### src/rtl/ctr_update_keystream_if.sv
// AES core request/ack bus between the CTR_DRBG keystream sequencer and a shared AES-256 core.
// Handshake: the master holds aes_req, aes_key and aes_block stable until the slave
// answers with a one-cycle aes_ack carrying aes_result; aes_ack is ignored while aes_req=0.
interface ctr_update_keystream_if #(
    parameter int KEYLEN   = 256,
    parameter int BLOCKLEN = 128
);
    logic                aes_req;
    logic [KEYLEN-1:0]   aes_key;
    logic [BLOCKLEN-1:0] aes_block;
    logic                aes_ack;
    logic [BLOCKLEN-1:0] aes_result;
    logic [1:0]          fsm_state;

    modport master (
        output aes_req, aes_key, aes_block, fsm_state,
        input  aes_ack, aes_result
    );

    modport slave (
        input  aes_req, aes_key, aes_block, fsm_state,
        output aes_ack, aes_result
    );
endinterface

### src/rtl/ctr_update_keystream.sv
// CTR_DRBG update keystream: AES(K,V+1..V+3) concatenated, XORed with provided_data.
// First encryption lands in the MSBs of seed_out.
module ctr_update_keystream #(
    parameter int KEYLEN   = 256,
    parameter int BLOCKLEN = 128,
    parameter int SEEDLEN  = 384
) (
    input  logic                clk,
    input  logic                rst,
    input  logic                start,
    input  logic [KEYLEN-1:0]   key_in,
    input  logic [BLOCKLEN-1:0] v_in,
    input  logic [SEEDLEN-1:0]  provided_data,
    ctr_update_keystream_if.master aes,
    output logic [SEEDLEN-1:0]  seed_out,
    output logic                done,
    output logic                busy
);
    localparam int NUM_BLOCKS = SEEDLEN / BLOCKLEN;
    localparam int CNT_W      = $clog2(NUM_BLOCKS);
    localparam int TEMP_W     = SEEDLEN - BLOCKLEN;
    localparam logic [CNT_W-1:0] LAST = CNT_W'(NUM_BLOCKS - 1);

    typedef enum logic [1:0] {
        S_IDLE = 2'd0,
        S_INC  = 2'd1,
        S_REQ  = 2'd2
    } state_t;

    state_t              state;
    state_t              state_nx;
    logic [CNT_W-1:0]    cnt;
    logic [KEYLEN-1:0]   k_reg;
    logic [BLOCKLEN-1:0] v_reg;
    logic [SEEDLEN-1:0]  pd_reg;
    logic [TEMP_W-1:0]   temp;

    always_ff @(posedge clk or posedge rst) begin
        if (rst) begin
            state <= S_IDLE;
        end else begin
            state <= state_nx;
        end
    end

    always_comb begin
        state_nx = state;
        case (state)
            S_IDLE: if (start) state_nx = S_INC;
            S_INC:  state_nx = S_REQ;
            S_REQ: begin
                if (aes.aes_ack) begin
                    state_nx = (cnt == LAST) ? S_IDLE : S_INC;
                end
            end
            default: state_nx = S_IDLE;
        endcase
    end

    // Request outputs decode straight from state so reset withdraws aes_req asynchronously.
    always_comb begin
        aes.aes_req   = (state == S_REQ);
        aes.aes_key   = (state == S_REQ) ? k_reg : '0;
        aes.aes_block = (state == S_REQ) ? v_reg : '0;
        aes.fsm_state = state;
        busy          = (state != S_IDLE);
    end

    always_ff @(posedge clk or posedge rst) begin
        if (rst) begin
            cnt      <= '0;
            k_reg    <= '0;
            v_reg    <= '0;
            pd_reg   <= '0;
            temp     <= '0;
            seed_out <= '0;
            done     <= 1'b0;
        end else begin
            done <= 1'b0;
            case (state)
                S_IDLE: begin
                    if (start) begin
                        k_reg  <= key_in;
                        v_reg  <= v_in;
                        pd_reg <= provided_data;
                        cnt    <= '0;
                        temp   <= '0;
                    end
                end
                S_INC: v_reg <= v_reg + BLOCKLEN'(1);
                S_REQ: begin
                    if (aes.aes_ack) begin
                        if (cnt == LAST) begin
                            seed_out <= {temp, aes.aes_result} ^ pd_reg;
                            done     <= 1'b1;
                        end else begin
                            // Shift earlier blocks toward the MSBs as each result arrives.
                            temp <= {temp[TEMP_W-BLOCKLEN-1:0], aes.aes_result};
                            cnt  <= cnt + CNT_W'(1);
                        end
                    end
                end
                default: ;
            endcase
        end
    end
endmodule

### src/flat_wrapper.sv
// flat-port wrapper written by rule: the top's interface ports become plain ports
module ctr_update_keystream_flat 
#(
    parameter int KEYLEN   = 256,
    parameter int BLOCKLEN = 128,
    parameter int SEEDLEN  = 384
)
  (clk, rst, start, key_in, v_in, provided_data, seed_out, done, busy, aes_aes_req, aes_aes_key, aes_aes_block, aes_fsm_state, aes_aes_ack, aes_aes_result);
  ctr_update_keystream_if #(.KEYLEN(KEYLEN), .BLOCKLEN(BLOCKLEN)) aes_i ();
  input  logic clk;
  input  logic rst;
  input  logic start;
  input  logic [KEYLEN-1:0] key_in;
  input  logic [BLOCKLEN-1:0] v_in;
  input  logic [SEEDLEN-1:0] provided_data;
  output logic [SEEDLEN-1:0] seed_out;
  output logic done;
  output logic busy;
  output wire logic [$bits(aes_i.aes_req)-1:0] aes_aes_req;
  output wire logic [$bits(aes_i.aes_key)-1:0] aes_aes_key;
  output wire logic [$bits(aes_i.aes_block)-1:0] aes_aes_block;
  output wire logic [$bits(aes_i.fsm_state)-1:0] aes_fsm_state;
  input wire logic [$bits(aes_i.aes_ack)-1:0] aes_aes_ack;
  input wire logic [$bits(aes_i.aes_result)-1:0] aes_aes_result;
  assign aes_aes_req = aes_i.aes_req;
  assign aes_aes_key = aes_i.aes_key;
  assign aes_aes_block = aes_i.aes_block;
  assign aes_fsm_state = aes_i.fsm_state;
  assign aes_i.aes_ack = aes_aes_ack;
  assign aes_i.aes_result = aes_aes_result;
  ctr_update_keystream #(.KEYLEN(KEYLEN), .BLOCKLEN(BLOCKLEN), .SEEDLEN(SEEDLEN)) u_core (.clk(clk), .rst(rst), .start(start), .key_in(key_in), .v_in(v_in), .provided_data(provided_data), .aes(aes_i), .seed_out(seed_out), .done(done), .busy(busy));
endmodule
### config.mk
export PLATFORM = sky130hd
export DESIGN_NAME = ctr_update_keystream_flat
export DESIGN_NICKNAME = d
export VERILOG_FILES = /design/src/rtl/ctr_update_keystream_if.sv /design/src/rtl/ctr_update_keystream.sv /design/src/flat_wrapper.sv
export SDC_FILE = /design/constraint.sdc
export NUM_CORES = 2
export LEC_CHECK = 0
export ABC_AREA = 1
export BUFFER_PORTS_ARGS = -buffer_cell sky130_fd_sc_hd__buf_2
export CELL_PAD_IN_SITES_DETAIL_PLACEMENT = 1
export CELL_PAD_IN_SITES_GLOBAL_PLACEMENT = 2
export CORE_AREA = 10 10 652 654
export DETAILED_ROUTE_END_ITERATION = 10
export DIE_AREA = 0 0 662 664
export GPL_ROUTABILITY_DRIVEN = 1
export GPL_TIMING_DRIVEN = 1
export PLACE_DENSITY = 0.49
export SLEW_MARGIN = 20
export SYNTH_ARGS = -nofsm -noshare
export SYNTH_HDL_FRONTEND = slang
export SYNTH_SLANG_ARGS = --single-unit
### constraint.sdc
create_clock -name clk -period 98.3 [get_ports clk]
set_input_delay 4.915 -clock clk [delete_from_list [all_inputs] [get_ports clk]]
set_output_delay 4.915 -clock clk [all_outputs]
set_load 0.005 [all_outputs]
### After elaboration in Yosys (flattened, before gate mapping)

Cells that the tools add are included.

| word-level totals | value |
|---|---|
| memories | 0 |
| input port bits | 900 |
| bits in registers | 1413 |
| latch bits | 0 |
| memory bits (read-only) | 0 |
| output and inout port bits | 773 |
| RAM bits | 0 |
| word-level logic and storage cells | 45 |

| operators by class | value |
|---|---|
| add/subtract/negate cells | 2 |
| shift operators | 0 |
| multipliers | 0 |
| mux-type cells | 19 |
| reductions and logical operators | 9 |
| equality and inequality tests | 6 |
| div/mod/pow operators | 0 |
| bitwise gates (word level) | 1 |
| $lt $le $gt $ge | 0 |

Operator list:

| kind | number |
|---|---|
| two-way mux 256 bit | 4 |
| case mux 256 bit (2 select lines) | 1 |
| bitwise XOR 384 bit | 1 |
| two-way mux 128 bit | 2 |
| case mux 128 bit (2 select lines) | 1 |
| adder 128 x 1 -> 128 bit (second input constant) | 1 |
| two-way mux 2 bit | 5 |
| case mux 2 bit (3 select lines) | 1 |
| AND reduction 2 bit | 3 |
| nonzero test 2 bit | 3 |
| == test 2 bit (second input constant) | 2 |
| two-way mux 1 bit | 4 |
| inequality test 2 bit (second input constant) | 2 |
| case mux 2 bit (2 select lines) | 1 |
| AND reduction 4 bit | 1 |
| AND reduction 3 bit | 1 |
| adder 2 x 1 -> 2 bit (second input constant) | 1 |
| == test 2 x 1 -> 1 bit (second input constant) | 1 |
| logical NOT 2 bit | 1 |
| inequality test 2 x 1 -> 1 bit (second input constant) | 1 |

### Depth between registers and ports, before layout

| logic depth | value |
|---|---|
| word-level depth | 4 |
| mapped depth | 12 |
| mapped depth without buffers | 12 |

### Least setup slack after synthesis

OpenSTA, ideal clock, no wires.

| timing path | value |
|---|---|
| kind | flip-flop to output port |
| start | register u_core.state[1], in the netlist u_core.aes.fsm_state[1] |
| end | output aes_aes_key[245] |
| path slack | 92154 ps |
| stages on the path, launching flop included | 5 |
| arrival | 1231 ps |
| path buffers | 2 |
| data required time | 93385 ps |
| path through | dfrtp_1 nand2_2 clkbuf_1 buf_1 nor2_1 |

| on the way | value |
|---|---|
| word-level cells in the longest chain between the ends | 2 |

RTL lines:

| element | RTL line | source |
|---|---|---|
| start: declaration | ctr_update_keystream.sv:30 | `state_t state;` |
| start signal: assignment | ctr_update_keystream.sv:42 | `state <= state_nx;` |
| == test 2 bit | ctr_update_keystream.sv:63 | `aes.aes_key = (state == S_REQ) ? k_reg : '0;` |
| two-way mux 256 bit | ctr_update_keystream.sv:63 |  |
| end: declaration | flat_wrapper.sv:20 | `output wire logic [$bits(aes_i.aes_key)-1:0] aes_aes_key;` |

Every way passes these cells.

==> results.md <==
* Clk_skew at 0.1058 ns
* Die height at 664 um
* Die Wd at 662 um
* CTS tree: yes
* Reg clk slew, reported paths at 0.06 ns
* Number of max-cap violations at 0
* Synthesis Warnings at 0
* Final Hold Vio Count at 0
* Synth Net Count at 8493
* Worst slew pin tran at 1.202 ns
* R2R depth at 10
* Total die area at 439600 um2
* GR Overflow Total at 0
* Dpl hpwl at 312700 um
* Core area at 411900 um2
* Max clock buf depth at 4
* Post-CTS Resized at 0
* Worst Hold End: u_core.temp[190]
* Area Overhead vs Synth at 32.71%
* Leak at 40.35 nW
* FILL cells at 49231
* Fin crit share at 0.09825
* GR peak layer: met2
* First-pass GRT wire length at 537800 um
* Status: finished clean
* Hold WC Path Type: flop to flop
* Met1 usage at 0.2169
* DR iter-0 viols at 3559
* Flops & latches, synth at 1413
* CP Max Fanout at 142
* GRT Util Overall at 0.1727
* Final antenna-violating net count at 0
* Worst R2R Start: u_core.aes.fsm_state[0]
* Via count at 58843
* Total negative slack at 0 ns
* DRC viols at 0
* Cell count after synthesis at 7591
* Post-CTS setup buffers at 0
* Crit path time final at 9.658 ns
* Element type at the critical path end: async pin
* Met3 usage at 0.04791
* FF-to-FF setup slack at 92.61 ns
* Clock sink total at 1413
* TritonCTS Buffers at 186
* Io pins at 1673
* 1st-pass router iterations at 5
* Pins over their slew limit at 0
* Critical Path AT at 10.50 ns
* Worst r2r dst: u_core.seed_out[190]
* Crit path launch: rst
* Fmax at 0.1035 GHz
* Final hold slack at 0.4874 ns
* Nets at 10043
* Largest net degree at the start of global routing at 179
* Cell Rows at 236
* Worst setup SP type: input port
* # setup viols final at 0
* Vias in the first global route at 62669
* Normalized max-slew margin at 0.1922
* Final core utilization at 0.2022
* Unrepaired setup endpoints after global routing: false
* Vias per inst at 3.961
* GP Congestion at 0.8565
* CP required at 99.14 ns
* Routed length per placed instance at 26.60 um
* Root buffer cell: clkbuf_16
* Antenna violations before repair at 248
* I/O Buffers at 1672
* CTS H-Tree Depth at 4
* Peak supply drop at 0.01677 mV
* Pwr dens at 32.82 nW/um2
* Layout cells sized above 1 at 0.2235
* Unique masters post-synth at 29
* Post-synthesis sequential area ratio at 0.5633
* Hold depth at 2
* CP Class: input port to async pin
* Initial core utilization at 0.1524
* Hold_buf cts at 0
* Later-pin clock latency in the skew report at 0.94 ns
* Syn_area_per_cell at 8.269 um2
* Synthesized area at 62770 um2
* Hold wc startpoint: u_core.temp[62]
* Final WL at 395200 um
* Global Route met2 Usage at 0.2915
-- synth_stat cells (all sizes together) --
| library cell | number | area [um2] |
|---|---|---|
| buf | 189 | 920.9 |
| nand3b | 1 | 7.510 |
| o221ai | 6 | 52.55 |
| xor2 | 9 | 78.83 |
| nor2 | 1152 | 4459 |
| nor3 | 8 | 50.05 |
| nand4 | 14 | 87.58 |
| ha | 2 | 25.02 |
| o211ai | 40 | 300.3 |
| clkbuf | 191 | 716.9 |
| o21ai | 541 | 2708 |
| xnor2 | 384 | 3363 |
| and2 | 2 | 12.51 |
| a32oi | 1 | 8.760 |
| dfrtp | 1413 | 35360 |
| inv | 589 | 2211 |
| o22ai | 4 | 25.02 |
| a21oi | 397 | 1987 |
| nand3 | 322 | 1612 |
| nand2 | 2316 | 8713 |
| o31ai | 4 | 30.03 |
| a22oi | 6 | 45.04 |
-- how the worst max path moves through the flow --
stage	to	slack, ns	cells past startpoint
after floorplan	u_core.aes.fsm_state[0]	53.54	1
after global placement	u_core.k_reg[186]	87.53	8
after detailed placement	u_core.k_reg[66]	87.40	8
after CTS	u_core.k_reg[66]	88.37	8
after global routing	u_core.k_reg[89]	87.74	8
final	u_core.k_reg[186]	88.64	8
-- placed cells by master, fill, tap and decap left out, drive strengths merged --
master       n
nand2     2316
clkbuf     287
a22oi        6
nor2      1152
nand4       14
diode       98
clkinvlp     5
o221ai       6
o21ai      541
nand3      322
and2         2
xor2         9
dfrtp     1413
o22ai        4
bufinv       4
ha           2
inv        599
buf       1742
a21oi      397
o31ai        4
clkinv      26
nand3b       1
o211ai      40
nor3         8
xnor2      384
a32oi        1
-- worst max-delay path: stages --
cell    delay (ns)
buf_2         0.13
inv_8         0.38
buf_4         0.79
buf_4         0.72
buf_4         0.78
buf_12        0.62
buf_4         0.78
buf_4         0.81
-- cell families (layout without fill, tap and decap cells) --
logic type	after synthesis	in the layout	share of synthesized area
fa+ha+maj	2	2	0.0003986
xor+xnor	393	393	0.05483
buf+inv	969	2663	0.06131
simple gates	3815	3815	0.2380
flops	1413	1413	0.5633
compound gates	999	999	0.08214
other cells	0	98	0
-- power breakdown --
group	switching, mW	internal (mW)
logic	0.699	0.319
clock network	0.298	0.397
registers	0.192	0.831
total	1.19	1.55
-- layer usage --
metal / share of wire / up-vias
met5: 0.0015 / -
met4: 0.029 / 88
met3: 0.068 / 612
met2: 0.47 / 1743
met1: 0.43 / 29541
li1: - / 26859
-- area by class of cell --
cell class                 instances  area [um2]  area share
tap                             5474        6849     0.08222
clock buffer                     287        5515     0.06621
clock inverter                    45       489.2    0.005873
multi-input combinational       5209       23620      0.2835
antenna                           98       245.2    0.002944
sequential                      1413       35360      0.4245
inverter                         589        2238     0.02687
timing repair buffer            1742        8989      0.1079
-- per-stage QoR --
step | cell area (um2) | setup WS [ns] | power [mW] | cells
global placement | 77030 | 87.53 | 2.066 | 14426
global route | 83120 | 87.74 | 2.941 | 14785
detailed placement | 77030 | 87.40 | 2.085 | 14426
finish | 83300 | 88.64 | 2.734 | 14857
CTS | 83030 | 88.37 | 2.810 | 14758
floorplan | 62770 | 53.54 | 1.512 | 7591
(Power assumes the default switching activity.)
